$ cat src/rtl/z80_bus_arbiter_if.sv
// Purpose : bundles the DMA/Z80 handshake signals seen by z80_bus_arbiter.
// Latency : n/a (wiring only).
// Backpressure: n/a. Modports: master = arbiter (drives nBUSRQ, dma_grant,
//   hold_timeout, ack_error); slave = environment (drives dma_req, dma_done, nBUSAK).
interface z80_bus_arbiter_if;
  logic dma_req;       // DMA wants the bus
  logic dma_done;      // single-cycle end-of-transfer pulse
  logic nBUSAK;        // Z80 bus acknowledge, active-low
  logic nBUSRQ;        // Z80 bus request, active-low
  logic dma_grant;     // DMA owns the bus
  logic hold_timeout;  // one-cycle pulse: grant revoked by hold limit
  logic ack_error;     // one-cycle pulse: acknowledge with no request outstanding

  modport master (
    input  dma_req, dma_done, nBUSAK,
    output nBUSRQ, dma_grant, hold_timeout, ack_error
  );

  modport slave (
    output dma_req, dma_done, nBUSAK,
    input  nBUSRQ, dma_grant, hold_timeout, ack_error
  );
endinterface

$ cat src/rtl/z80_bus_arbiter.sv
// Purpose : arbitrates the Z80 bus between the CPU and one DMA requester,
//   bounding DMA hold time (MAX_HOLD) and guaranteeing CPU gaps (MIN_CPU).
// Latency : every output is registered; inputs affect outputs one CLK later.
// Backpressure: the DMA waits in REQUEST until the Z80 acknowledges; no timeout
//   while waiting for the Z80 to hand the bus back.
// Ports   : CLK, nRESET (async active-low), bus (z80_bus_arbiter_if.master).
module z80_bus_arbiter #(
  parameter int MAX_HOLD = 64,  // 1..255
  parameter int MIN_CPU  = 4    // 1..255
) (
  input  logic               CLK,
  input  logic               nRESET,
  z80_bus_arbiter_if.master  bus
);

  typedef enum logic [2:0] {
    IDLE    = 3'd0,
    REQUEST = 3'd1,
    GRANTED = 3'd2,
    RELEASE = 3'd3,
    GAP     = 3'd4
  } state_t;

  localparam logic [7:0] HOLD_LAST = 8'(MAX_HOLD - 1);
  localparam logic [7:0] GAP_LOAD  = 8'(MIN_CPU);

  state_t     state_q, state_d;
  logic [7:0] hold_cnt_q, hold_cnt_d;
  logic [7:0] gap_cnt_q, gap_cnt_d;
  logic       nbusrq_q, nbusrq_d;
  logic       grant_q, grant_d;
  logic       timeout_q, timeout_d;
  logic       ack_err_q, ack_err_d;
  logic       expired;

  assign expired = (hold_cnt_q == HOLD_LAST);

  always_comb begin
    state_d    = state_q;
    hold_cnt_d = hold_cnt_q;
    gap_cnt_d  = gap_cnt_q;
    timeout_d  = 1'b0;
    ack_err_d  = 1'b0;

    case (state_q)
      IDLE: begin
        ack_err_d = ~bus.nBUSAK;
        if (bus.dma_req) state_d = REQUEST;
      end
      REQUEST: begin
        // Acknowledge beats a simultaneous withdrawal: the Z80 has already
        // floated its bus, so take it and let GRANTED release immediately.
        if (!bus.nBUSAK) begin
          state_d    = GRANTED;
          hold_cnt_d = 8'd0;
        end else if (!bus.dma_req) begin
          state_d = IDLE;
        end
      end
      GRANTED: begin
        hold_cnt_d = hold_cnt_q + 8'd1;
        if (bus.dma_done || !bus.dma_req || expired) begin
          state_d    = RELEASE;
          hold_cnt_d = 8'd0;
          // Only flag a timeout when expiry is the sole reason for release.
          timeout_d  = expired && !bus.dma_done && bus.dma_req;
        end
      end
      RELEASE: begin
        if (bus.nBUSAK) begin
          state_d   = GAP;
          gap_cnt_d = GAP_LOAD;
        end
      end
      GAP: begin
        ack_err_d = ~bus.nBUSAK;
        if (gap_cnt_q <= 8'd1) begin
          state_d   = IDLE;
          gap_cnt_d = 8'd0;
        end else begin
          gap_cnt_d = gap_cnt_q - 8'd1;
        end
      end
      default: begin
        state_d    = IDLE;
        hold_cnt_d = 8'd0;
        gap_cnt_d  = 8'd0;
      end
    endcase

    // Outputs are decoded from the next state so they register alongside it;
    // grant can only be high in GRANTED, where nBUSRQ is also low.
    nbusrq_d = !((state_d == REQUEST) || (state_d == GRANTED));
    grant_d  = (state_d == GRANTED);
  end

  always_ff @(posedge CLK or negedge nRESET) begin
    if (!nRESET) begin
      state_q    <= IDLE;
      hold_cnt_q <= 8'd0;
      gap_cnt_q  <= 8'd0;
      nbusrq_q   <= 1'b1;
      grant_q    <= 1'b0;
      timeout_q  <= 1'b0;
      ack_err_q  <= 1'b0;
    end else begin
      state_q    <= state_d;
      hold_cnt_q <= hold_cnt_d;
      gap_cnt_q  <= gap_cnt_d;
      nbusrq_q   <= nbusrq_d;
      grant_q    <= grant_d;
      timeout_q  <= timeout_d;
      ack_err_q  <= ack_err_d;
    end
  end

  assign bus.nBUSRQ       = nbusrq_q;
  assign bus.dma_grant    = grant_q;
  assign bus.hold_timeout = timeout_q;
  assign bus.ack_error    = ack_err_q;

endmodule

$ cat src/flat_wrapper.sv
// flat-port wrapper written by rule: the top's interface ports become plain ports
module z80_bus_arbiter_flat 
#(
  parameter int MAX_HOLD = 64,           
  parameter int MIN_CPU  = 4             
)
  (CLK, nRESET, bus_dma_req, bus_dma_done, bus_nBUSAK, bus_nBUSRQ, bus_dma_grant, bus_hold_timeout, bus_ack_error);
  z80_bus_arbiter_if bus_i ();
  input  logic CLK;
  input  logic nRESET;
  input wire logic [$bits(bus_i.dma_req)-1:0] bus_dma_req;
  input wire logic [$bits(bus_i.dma_done)-1:0] bus_dma_done;
  input wire logic [$bits(bus_i.nBUSAK)-1:0] bus_nBUSAK;
  output wire logic [$bits(bus_i.nBUSRQ)-1:0] bus_nBUSRQ;
  output wire logic [$bits(bus_i.dma_grant)-1:0] bus_dma_grant;
  output wire logic [$bits(bus_i.hold_timeout)-1:0] bus_hold_timeout;
  output wire logic [$bits(bus_i.ack_error)-1:0] bus_ack_error;
  assign bus_i.dma_req = bus_dma_req;
  assign bus_i.dma_done = bus_dma_done;
  assign bus_i.nBUSAK = bus_nBUSAK;
  assign bus_nBUSRQ = bus_i.nBUSRQ;
  assign bus_dma_grant = bus_i.dma_grant;
  assign bus_hold_timeout = bus_i.hold_timeout;
  assign bus_ack_error = bus_i.ack_error;
  z80_bus_arbiter #(.MAX_HOLD(MAX_HOLD), .MIN_CPU(MIN_CPU)) u_core (.CLK(CLK), .nRESET(nRESET), .bus(bus_i));
endmodule
$ cat config.mk
export PLATFORM = sky130hd
export DESIGN_NAME = z80_bus_arbiter_flat
export DESIGN_NICKNAME = d
export VERILOG_FILES = /design/src/rtl/z80_bus_arbiter_if.sv /design/src/rtl/z80_bus_arbiter.sv /design/src/flat_wrapper.sv
export SDC_FILE = /design/constraint.sdc
export NUM_CORES = 1
export LEC_CHECK = 0
export ABC_AREA = 1
export CORE_ASPECT_RATIO = 1.1
export CORE_UTILIZATION = 35
export CTS_CLUSTER_SIZE = 20
export DETAILED_ROUTE_END_ITERATION = 10
export MAX_ROUTING_LAYER = met4
export SLEW_MARGIN = 20
export SYNTH_ARGS = -nofsm -noshare
export SYNTH_HDL_FRONTEND = slang
export SYNTH_SLANG_ARGS = --single-unit
export TNS_END_PERCENT = 10
$ cat constraint.sdc
create_clock -name CLK -period 1.8 [get_ports CLK]
set_input_delay 0.36 -clock CLK [delete_from_list [all_inputs] [get_ports CLK]]
set_output_delay 0.36 -clock CLK [all_outputs]
set_load 0.02 [all_outputs]
==> results_dict.tcl, run 1 <==
set metrics [dict create \
    synth_most_common_cell "sky130_fd_sc_hd__nand2_1" \
    post_synthesis_instance_total 167 \
    detailedRoute.firstIterationViolations 40 \
    wl_per_cell_um 10.3 \
    synth_top_cell_area_share_pct 42.7 \
    numCtsBuffers 3 \
    drt_drc_violations_left 0 \
    fin_worst_hold_slack_ns 0.391 \
    hold_violations 0 \
    vdd_drop_max_uv 373 \
    drt_pre_antenna_iters 4 \
    place_area_um2 1430 \
    p_per_area_nw_per_um2 1390 \
    clk_path_buf_depth 2 \
    post_cts.repair.setup_buffers 0 \
    initial_core_util_pct 37.5 \
    grt_use_total_pct 14.7 \
    worstHoldPathType "input port to asynchronous set/reset pin" \
    dp_hpwl_um 1790 \
    grt_busiest_layer "met2" \
    final_net_count 189 \
    max-cap-violations 0 \
    post_synth_main_area_contributors "sky130_fd_sc_hd__dfrtp_1, sky130_fd_sc_hd__nand2_1, sky130_fd_sc_hd__inv_1, sky130_fd_sc_hd__nand3_1, sky130_fd_sc_hd__nor2_1" \
    cpMaxStageDelayCell "sky130_fd_sc_hd__clkdlybuf4s50_1" \
    yosysSeqAreaShare_pct 44.7 \
    fin_worst_skew_ns 0.00180 \
    cts.root.buffer_cell "sky130_fd_sc_hd__clkbuf_4" \
    detailroute.via_count 1057 \
    areaGrowthSynthToFinish_pct 13.2 \
    gp_congestion 0.827 \
    antenna_left 0 \
    status "finished clean" \
    synth-seq-cells 23 \
    ioPinCount 9 \
    grt_max_degree 24 \
    floorplan.die.width_um 59.9 \
    crit_path_start_kind "register" \
    antenna_violations_before_repair 0 \
    overflow 0 \
    synthArstFlopShare_pct 100 \
    timing.critical_path.arrival_ns 1.24 \
    critPathCaptureType "output pin" \
    final_cell_area_um2 1460 \
    rsz0062_at_grt "false" \
    cts-htree-levels 1 \
    routed_wl_um 2340 \
    path_cells "clkdlybuf4s50_1" \
    antenna-diode-count 0 \
    setup-violations-final 0 \
    finalMaxSlewViolations 0 \
    synth_area_um2 1290 \
    critPathRequiredTime_ns 1.44 \
    netlist_top_cells_count "sky130_fd_sc_hd__nand2_1, sky130_fd_sc_hd__inv_1, sky130_fd_sc_hd__dfrtp_1" \
    synth-edff-count 0 \
    setup.worst_path.class "register to output pin" \
    clk_pin_slew_worst_paths_ns 0.12 \
    min_period_ns 1.60 \
    yosysUniqueCellTypes 22 \
    yosysWarnings 0 \
    worst_path_dominant_cell_family "buffers and inverters" \
    yosys.area.top_type "sky130_fd_sc_hd__dfrtp_1" \
    grtUsageMet1_pct 18.1 \
    p_leak_nw 0.724 \
    design.core.area_um2 3440 \
    gr-usage-met3_pct 2.56 \
    critPathBufInv 1 \
    timing.max_slew.rel_slack_pct 77.1 \
    clock_insertion_delay_worst_skew_ns 0.31 \
    timing.final.crit_share_pct 89.0 \
    syn_avg_cell_area_um2 7.72 \
    drive_gt1_share_pct 12.2 \
    totalNegativeSetupSlack_ns 0 \
    use_met2_pct 23.3 \
    synthesis.nets 175 \
    die_h_um 65.7 \
    cts_hold_buf 0 \
    die_area_um2 3930 \
    wire_length_of_the_first_global_routing_pass_um 4280 \
    number_of_global_route_vias_before_repair 1026 \
    route.detailed.vias_per_inst 4.64 \
    io_buffer_count 8 \
    clock_tree_from_tritoncts "done" \
    ys_dominant_reg_cell "sky130_fd_sc_hd__dfrtp_1" \
    maxClockFrequency_mhz 624 \
    timing.reg2reg.setup_slack_ns 0.22 \
    timing_worst_slew_pin_value_ns 0.342 \
    critical_path_peak_fanout 1 \
    cts.sinks 23 \
    slowest_delay_ns 0.59 \
    fp-row-count 22 \
]
## cell families (layout without fill, tap and decap cells)
kind of cell / after synthesis / after routing / share of synthesized area (%)
and+or+nand+nor: 99 / 99 / 37.1
buffers and inverters: 27 / 40 / 8.44
DFF: 23 / 23 / 44.7
AOI/OAI and AO/OA: 13 / 13 / 5.43
adders and majority gates: 3 / 3 / 2.91
xor gates and xnor gates: 2 / 2 / 1.36
## area by class of cell
type,instances,area [um2]
Sequential cell,23,577
Fill cell,368,1980
Clock inverter,1,5.00
Multi-Input combinational cell,117,604
Tap cell,48,60.1
Inverter,26,97.6
Timing Repair Buffer,10,93.8
Clock buffer,3,22.5
## state kept, by name (all words and copies together) (netlist names)
register and cells:
u_core.bus.nBUSRQ 1, u_core.bus.hold_timeout 1, u_core.bus.ack_error 1, u_core.gap_cnt_q 8, u_core.bus.dma_grant 1, u_core.state_q 3, u_core.hold_cnt_q 8
## stage by stage
step	std cells	worst slack (ns)	power (mW)	util, %
floorplan	167	0.483	1.59	-
global placement	224	0.149	1.79	41.7
detailed placement	224	0.124	1.82	41.7
CTS	228	0.168	2.06	42.4
global route	228	0.0199	2.23	42.4
finish	228	0.198	2.03	42.4
## layer usage
metal	vias to the layer above	share of wire [%]
met2	12	48
met5	-	0
met3	4	2.6
li1	556	-
met1	485	48
met4	0	1.5
## power by group
group / total (mW) / internal [mW] / switching [mW]
Combinational: 0.984 / 0.355 / 0.629
Sequential: 0.811 / 0.668 / 0.143
Clock: 0.234 / 0.0830 / 0.151
Total: 2.03 / 1.11 / 0.923
## cells in the final DEF (no fill, tap or decap), types with 3 or more instances in the layout
master / instances
sky130_fd_sc_hd__dfrtp_1: 22
sky130_fd_sc_hd__clkbuf_4: 3
sky130_fd_sc_hd__nor2_1: 20
sky130_fd_sc_hd__nand2_2: 3
sky130_fd_sc_hd__nand2_1: 43
sky130_fd_sc_hd__a21oi_1: 5
sky130_fd_sc_hd__inv_2: 3
sky130_fd_sc_hd__inv_1: 23
sky130_fd_sc_hd__nand3_1: 15
sky130_fd_sc_hd__o21ai_0: 5
sky130_fd_sc_hd__nor2_2: 4
sky130_fd_sc_hd__ha_1: 3
sky130_fd_sc_hd__nand4_1: 8
sky130_fd_sc_hd__clkdlybuf4s50_1: 7
## what timing repair did
item | 4_1_cts | 5_1_grt
setup endpoints to repair | 1 | 0
endpoints found under the hold margin | 0 | 0
gates resized for setup | 1 | 0
## worst paths after layout
path	start	endpoint	depth (start not counted)
min in group CLK	u_core.hold_cnt_q[5]$_DFFE_PN0P_	u_core.hold_cnt_q[5]$_DFFE_PN0P_	2
max in group asynchronous	nRESET	u_core.bus.nBUSRQ$_DFF_PN1_	2
setup reg to reg	u_core.gap_cnt_q[0]$_DFFE_PN0P_	u_core.gap_cnt_q[4]$_DFFE_PN0P_	7
setup / recovery	u_core.bus.hold_timeout$_DFF_PN0_	bus_hold_timeout	1
hold reg to reg	u_core.hold_cnt_q[5]$_DFFE_PN0P_	u_core.hold_cnt_q[5]$_DFFE_PN0P_	2
hold / removal	nRESET	u_core.gap_cnt_q[0]$_DFFE_PN0P_	2
No activity file was read; power rests on OpenSTA's default activity.
==> run 2, diff against run 1 <==
--- a/config.mk
+++ b/config.mk
@@ -7,6 +7,7 @@
 export LEC_CHECK = 0
 export ABC_AREA = 1
 export CORE_ASPECT_RATIO = 1.1
+export CORE_MARGIN = 2
 export CORE_UTILIZATION = 35
 export CTS_CLUSTER_SIZE = 20
 export DETAILED_ROUTE_END_ITERATION = 10
==> results_dict.tcl, run 2 (synthesis gave the netlist of run 1 again) <==
set metrics [dict create \
    finish.utilization_pct 41.2 \
    detailroute.via_count 1094 \
    crit_path_start_kind "register" \
    wire_length_of_the_first_global_routing_pass_um 4230 \
    routed_wl_um 2470 \
    fin_worst_skew_ns 0.00586 \
    antenna-diode-count 0 \
    fin_total_pwr_mw 2.13 \
    clk_path_buf_depth 2 \
    post_cts.resized_instances 0 \
    critical_path_peak_fanout 1 \
    dp_hpwl_um 1830 \
    drt_drc_violations_left 0 \
    setup.worst_path.class "register to output pin" \
    worstHoldPathType "input port to asynchronous set/reset pin" \
    gp_congestion 0.794 \
    max-cap-violations 0 \
    totalNegativeSetupSlack_ns 0 \
    design.core.area_um2 3600 \
    fillCellCount 375 \
    initial_core_util_pct 35.9 \
    power.share.combinational_pct 47.1 \
    wl_per_cell_um 10.7 \
    die_area_um2 4190 \
    io_buffer_count 8 \
    die_h_um 67.7 \
    vdd_drop_max_uv 317 \
    min_period_ns 1.74 \
    drt_pre_antenna_iters 4 \
    ioPinCount 9 \
    finalMaxSlewViolations 0 \
    maxClockFrequency_mhz 574 \
    detailedRoute.firstIterationViolations 83 \
    timing.final.crit_share_pct 96.9 \
    number_of_global_route_vias_before_repair 1049 \
    critPathRequiredTime_ns 1.44 \
    overflow 0 \
    most_common_cell_after_layout_fill_and_taps_aside "sky130_fd_sc_hd__nand2_1" \
    p_per_area_nw_per_um2 1440 \
    post_cts.repair.setup_buffers 0 \
    areaGrowthSynthToFinish_pct 14.8 \
    internal-power_mw 1.19 \
    largest_registers "u_core.gap_cnt_q x8, u_core.hold_cnt_q x8, u_core.state_q x3" \
    rsz0062_at_grt "false" \
    floorplan.die.width_um 61.9 \
    antenna_left 0 \
    timing.critical_path.arrival_ns 1.38 \
    status "finished clean" \
    drive_gt1_share_pct 11.7 \
    cts_hold_buf 0 \
    setup-violations-final 0 \
    timing_worst_slew_pin_value_ns 0.370 \
    clock_insertion_delay_worst_skew_ns 0.26 \
    slowest_delay_ns 0.61 \
    grt_max_degree 24 \
    p_seq_share_pct 38.2 \
    cts.root.buffer_cell "sky130_fd_sc_hd__clkbuf_8" \
    path_cells "clkdlybuf4s50_1" \
    timing.max_slew.rel_slack_pct 75.3 \
    worst_path_dominant_cell_family "buffers and inverters" \
    p_leak_nw 0.728 \
    footprint_of_the_multi_input_gates_um2 604 \
    hold_violations 0 \
    cts-htree-levels 1 \
    netSwitchingFraction_pct 44.1 \
    critPathBufInv 1 \
    total_switching_power_mw 0.939 \
    grt_use_total_pct 13.7 \
    final_net_count 189 \
    clk_pin_slew_worst_paths_ns 0.08 \
    route.detailed.vias_per_inst 4.76 \
    clock_power_share_pct 14.7 \
    cpMaxStageDelayCell "sky130_fd_sc_hd__clkdlybuf4s50_1" \
    sequential_cell_area_um2 577 \
    fp-row-count 23 \
    final_cell_mix "sky130_fd_sc_hd__nand2_1, sky130_fd_sc_hd__inv_1, sky130_fd_sc_hd__dfrtp_1, sky130_fd_sc_hd__nor2_1, sky130_fd_sc_hd__nand3_1" \
    antenna_violations_before_repair 0 \
    clock_tree_from_tritoncts "done" \
    numCtsBuffers 3 \
    critPathCaptureType "output pin" \
    cts.sinks 23 \
]
[run 2: changes by cell type in the layout (fill, tap and decap cells not counted)]
cell / change
sky130_fd_sc_hd__clkinv_2: -1
sky130_fd_sc_hd__dlygate4sd2_1: -1
sky130_fd_sc_hd__clkbuf_8: +3
sky130_fd_sc_hd__clkdlybuf4s50_1: +1
sky130_fd_sc_hd__clkbuf_4: -3
sky130_fd_sc_hd__clkbuf_1: +1
[run 2: power groups by stage]
stage	clock network, mW	registers (mW)	logic [mW]
5_1_grt	0.352	0.833	1.16
4_1_cts	0.327	0.812	1.01
6_report	0.313	0.813	1.00
3_3_place_gp	0	0.819	0.976
2_1_floorplan	0	0.806	0.779
3_5_place_dp	0	0.823	0.997
[run 2: cell type report]
| class | instances | area share (%) |
|---|---|---|
| clock buffer | 4 | 3.04 |
| inverter | 26 | 6.59 |
| multi-input combinational | 117 | 40.8 |
| sequential | 23 | 38.9 |
| tap | 50 | 4.22 |
| timing repair buffer | 10 | 6.42 |
[run 2: per-stage QoR]
stage | area, um2 | worst slack, ns | cells | hold slack, ns
6_report | 1480 | 0.0564 | 230 | 0.454
3_5_place_dp | 1440 | 0.0952 | 226 | 0.476
5_1_grt | 1480 | 0.0223 | 230 | 0.481
2_1_floorplan | 1290 | 0.483 | 167 | 0.0644
4_1_cts | 1480 | 0.0458 | 230 | 0.463
3_3_place_gp | 1440 | 0.142 | 226 | 0.470
[run 2: path summary, 6_finish.rpt]
check / slack, ns / end / start / depth (start not counted)
worst max-delay path: 0.06 / bus_nBUSRQ / u_core.bus.nBUSRQ$_DFF_PN1_ / 1
worst min register to register: 0.49 / u_core.hold_cnt_q[5]$_DFFE_PN0P_ / u_core.hold_cnt_q[5]$_DFFE_PN0P_ / 2
worst max register to register: 0.24 / u_core.gap_cnt_q[4]$_DFFE_PN0P_ / u_core.gap_cnt_q[0]$_DFFE_PN0P_ / 7
min in group CLK: 0.49 / u_core.hold_cnt_q[5]$_DFFE_PN0P_ / u_core.hold_cnt_q[5]$_DFFE_PN0P_ / 2
worst min-delay path: 0.45 / u_core.gap_cnt_q[7]$_DFFE_PN0P_ / nRESET / 2
max in group asynchronous: 1.06 / u_core.bus.nBUSRQ$_DFF_PN1_ / nRESET / 2
[run 2: layer usage]
metal	global-route usage (%)	up-vias	part of all wire, %
li1	-	554	-
met1	15.8	528	45
met2	23.3	8	52
met3	1.72	4	1.4
met4	5.85	0	1.5
met5	-	-	0
==> run 3, diff against run 2 <==
--- a/config.mk
+++ b/config.mk
@@ -9,8 +9,10 @@
 export CORE_ASPECT_RATIO = 1.1
 export CORE_MARGIN = 2
 export CORE_UTILIZATION = 35
-export CTS_CLUSTER_SIZE = 20
+export CTS_BUF_LIST = sky130_fd_sc_hd__clkbuf_8
+export CTS_CLUSTER_SIZE = 40
 export DETAILED_ROUTE_END_ITERATION = 10
+export DONT_BUFFER_PORTS = 1
 export MAX_ROUTING_LAYER = met4
 export SLEW_MARGIN = 20
 export SYNTH_ARGS = -nofsm -noshare
==> results_dict.tcl, run 3 (synthesis gave the netlist of run 1 again) <==
set metrics [dict create \
    io_buffer_count 0 \
    power.share.combinational_pct 42.8 \
    fin_worst_skew_ns 0.00296 \
    final_cell_count_no_fill 221 \
    route.detailed.vias_per_inst 4.68 \
    design.core.area_um2 3600 \
    finalMaxSlewViolations 0 \
    total_switching_power_mw 0.941 \
    die_h_um 67.7 \
    wire_length_of_the_first_global_routing_pass_um 4000 \
    numCtsBuffers 3 \
    vdd_drop_max_uv 637 \
    cts.root.buffer_cell "sky130_fd_sc_hd__clkbuf_8" \
    totalNegativeSetupSlack_ns 0 \
    final_cell_mix "sky130_fd_sc_hd__nand2_1, sky130_fd_sc_hd__inv_1, sky130_fd_sc_hd__dfrtp_1, sky130_fd_sc_hd__nor2_1, sky130_fd_sc_hd__nand3_1" \
    hold_violations 0 \
    fillCellCount 365 \
    p_seq_share_pct 41.2 \
    clk_path_buf_depth 2 \
    drive_gt1_share_pct 12.3 \
    status "finished clean" \
    critPathRequiredTime_ns 2.00 \
    p_leak_nw 0.695 \
    timing.final.crit_share_pct 83.7 \
    detailroute.via_count 1034 \
    antenna_left 0 \
    critPathCaptureType "register" \
    critical_path_peak_fanout 5 \
    rsz0062_at_grt "false" \
    overflow 0 \
    fp-row-count 23 \
    final_net_count 180 \
    areaGrowthSynthToFinish_pct 7.95 \
    dp_cells 216 \
    routed_wl_um 2370 \
    clock_tree_from_tritoncts "done" \
    clock_power_share_pct 16.0 \
    crit_path_start_kind "register" \
    netSwitchingFraction_pct 45.6 \
    most_common_cell_after_layout_fill_and_taps_aside "sky130_fd_sc_hd__nand2_1" \
    detailedRoute.firstIterationViolations 85 \
    grt_use_total_pct 13.3 \
    antenna-diode-count 0 \
    p_per_area_nw_per_um2 1480 \
    timing_worst_slew_pin_value_ns 0.516 \
    critical_path.reg2reg.endpoint "u_core.gap_cnt_q[4]$_DFFE_PN0P_" \
    antenna_violations_before_repair 0 \
    internal-power_mw 1.12 \
    drt_drc_violations_left 0 \
    fin_worst_hold_slack_ns 0.0526 \
    timing.critical_path.arrival_ns 1.70 \
    min_period_ns 1.51 \
    maxClockFrequency_mhz 664 \
    clk_pin_slew_worst_paths_ns 0.09 \
    setup-violations-final 0 \
    number_of_global_route_vias_before_repair 1005 \
    reg_to_reg_startpoint "u_core.gap_cnt_q[0]$_DFFE_PN0P_" \
    grt_max_degree 24 \
    clock_insertion_delay_worst_skew_ns 0.27 \
    largest_registers "u_core.gap_cnt_q x8, u_core.hold_cnt_q x8, u_core.state_q x3" \
    drt_pre_antenna_iters 4 \
    worstHoldPathType "input port to asynchronous set/reset pin" \
    timing.reg2reg.setup_slack_ns 0.29 \
    die_area_um2 4190 \
    dp_hpwl_um 1800 \
    ioPinCount 9 \
    reg2regPathDepth 7 \
    gp_congestion 0.893 \
    floorplan.die.width_um 61.9 \
    cts.sinks 23 \
    timing.max_slew.rel_slack_pct 65.6 \
    max-cap-violations 0 \
    initial_core_util_pct 35.9 \
    cts-htree-levels 1 \
    wl_per_cell_um 10.7 \
    setup.worst_path.class "register to register" \
]
==> run 3: cell count changes in the layout (fill, tap and decap cells not counted) <==
cell / delta
sky130_fd_sc_hd__clkinv_2: +1
sky130_fd_sc_hd__clkdlybuf4s50_1: -8
sky130_fd_sc_hd__buf_2: +1
sky130_fd_sc_hd__buf_4: -2
sky130_fd_sc_hd__clkbuf_1: -1
==> run 3: layer usage <==
layer  vias up  GRT usage (%)  part of all wire [%]
met4         0           5.59                   1.3
met1       477           16.0                    47
met2        13           20.8                    49
li1        540              -                     -
met5         -              -                     0
met3         4           3.45                   3.5
==> run 3: area by class of cell <==
class / instances / area, um2 / share of cell area (%)
Timing Repair Buffer: 1 / 5.00 / 0.359
Inverter: 26 / 97.6 / 7.01
Clock inverter: 1 / 5.00 / 0.359
Tap cell: 50 / 62.6 / 4.49
Sequential cell: 23 / 577 / 41.4
Multi-Input combinational cell: 117 / 604 / 43.4
Clock buffer: 3 / 41.3 / 2.96
==> run 3: per-stage QoR <==
| stage | setup slack [ns] | util [%] | power [mW] | instance area (um2) |
|---|---|---|---|---|
| after floorplan | 0.483 | - | 1.59 | 1290 |
| after global placement | 0.379 | 37.3 | 1.72 | 1340 |
| after detailed placement | 0.311 | 37.3 | 1.74 | 1340 |
| after CTS | 0.292 | 38.9 | 2.08 | 1400 |
| after global routing | 0.0707 | 38.7 | 2.26 | 1390 |
| final | 0.293 | 38.7 | 2.06 | 1390 |
==> run 3: worst max-delay path, cell delays in order, from the launching register on <==
cell and delay (ns):
sky130_fd_sc_hd__dfrtp_1 0.36, sky130_fd_sc_hd__inv_1 0.08, sky130_fd_sc_hd__ha_1 0.26, sky130_fd_sc_hd__o21ai_0 0.16, sky130_fd_sc_hd__nor2_1 0.06, sky130_fd_sc_hd__nor2_1 0.24
sky130_fd_sc_hd__nor2_1 0.14, sky130_fd_sc_hd__a21oi_1 0.14
==> run 3: worst max-delay path by stage <==
stage / startpoint / endpoint / slack [ns] / cells past startpoint
after floorplan: u_core.gap_cnt_q[0]$_DFFE_PN0P_ / u_core.gap_cnt_q[4]$_DFFE_PN0P_ / 0.48 / 7
after global placement: u_core.gap_cnt_q[0]$_DFFE_PN0P_ / u_core.gap_cnt_q[4]$_DFFE_PN0P_ / 0.38 / 7
after detailed placement: u_core.gap_cnt_q[0]$_DFFE_PN0P_ / u_core.gap_cnt_q[4]$_DFFE_PN0P_ / 0.31 / 7
after CTS: u_core.gap_cnt_q[0]$_DFFE_PN0P_ / u_core.gap_cnt_q[4]$_DFFE_PN0P_ / 0.29 / 7
after global routing: u_core.gap_cnt_q[0]$_DFFE_PN0P_ / u_core.gap_cnt_q[4]$_DFFE_PN0P_ / 0.07 / 7
final: u_core.gap_cnt_q[0]$_DFFE_PN0P_ / u_core.gap_cnt_q[4]$_DFFE_PN0P_ / 0.29 / 7
==> run 3: timing repair <==
action,CTS,global route
resized for setup,0,0
hold endpoints to repair,23,0
buffers inserted,0,0
hold buffers,1,0
==> run 3: power groups by stage <==
| stage | sequential [mW] | combinational, mW | clock (mW) |
|---|---|---|---|
| finish | 0.851 | 0.884 | 0.330 |
| detailed placement | 0.863 | 0.876 | 0 |
| floorplan | 0.806 | 0.779 | 0 |
| global placement | 0.856 | 0.861 | 0 |
| CTS | 0.853 | 0.893 | 0.337 |
| global route | 0.874 | 1.02 | 0.361 |
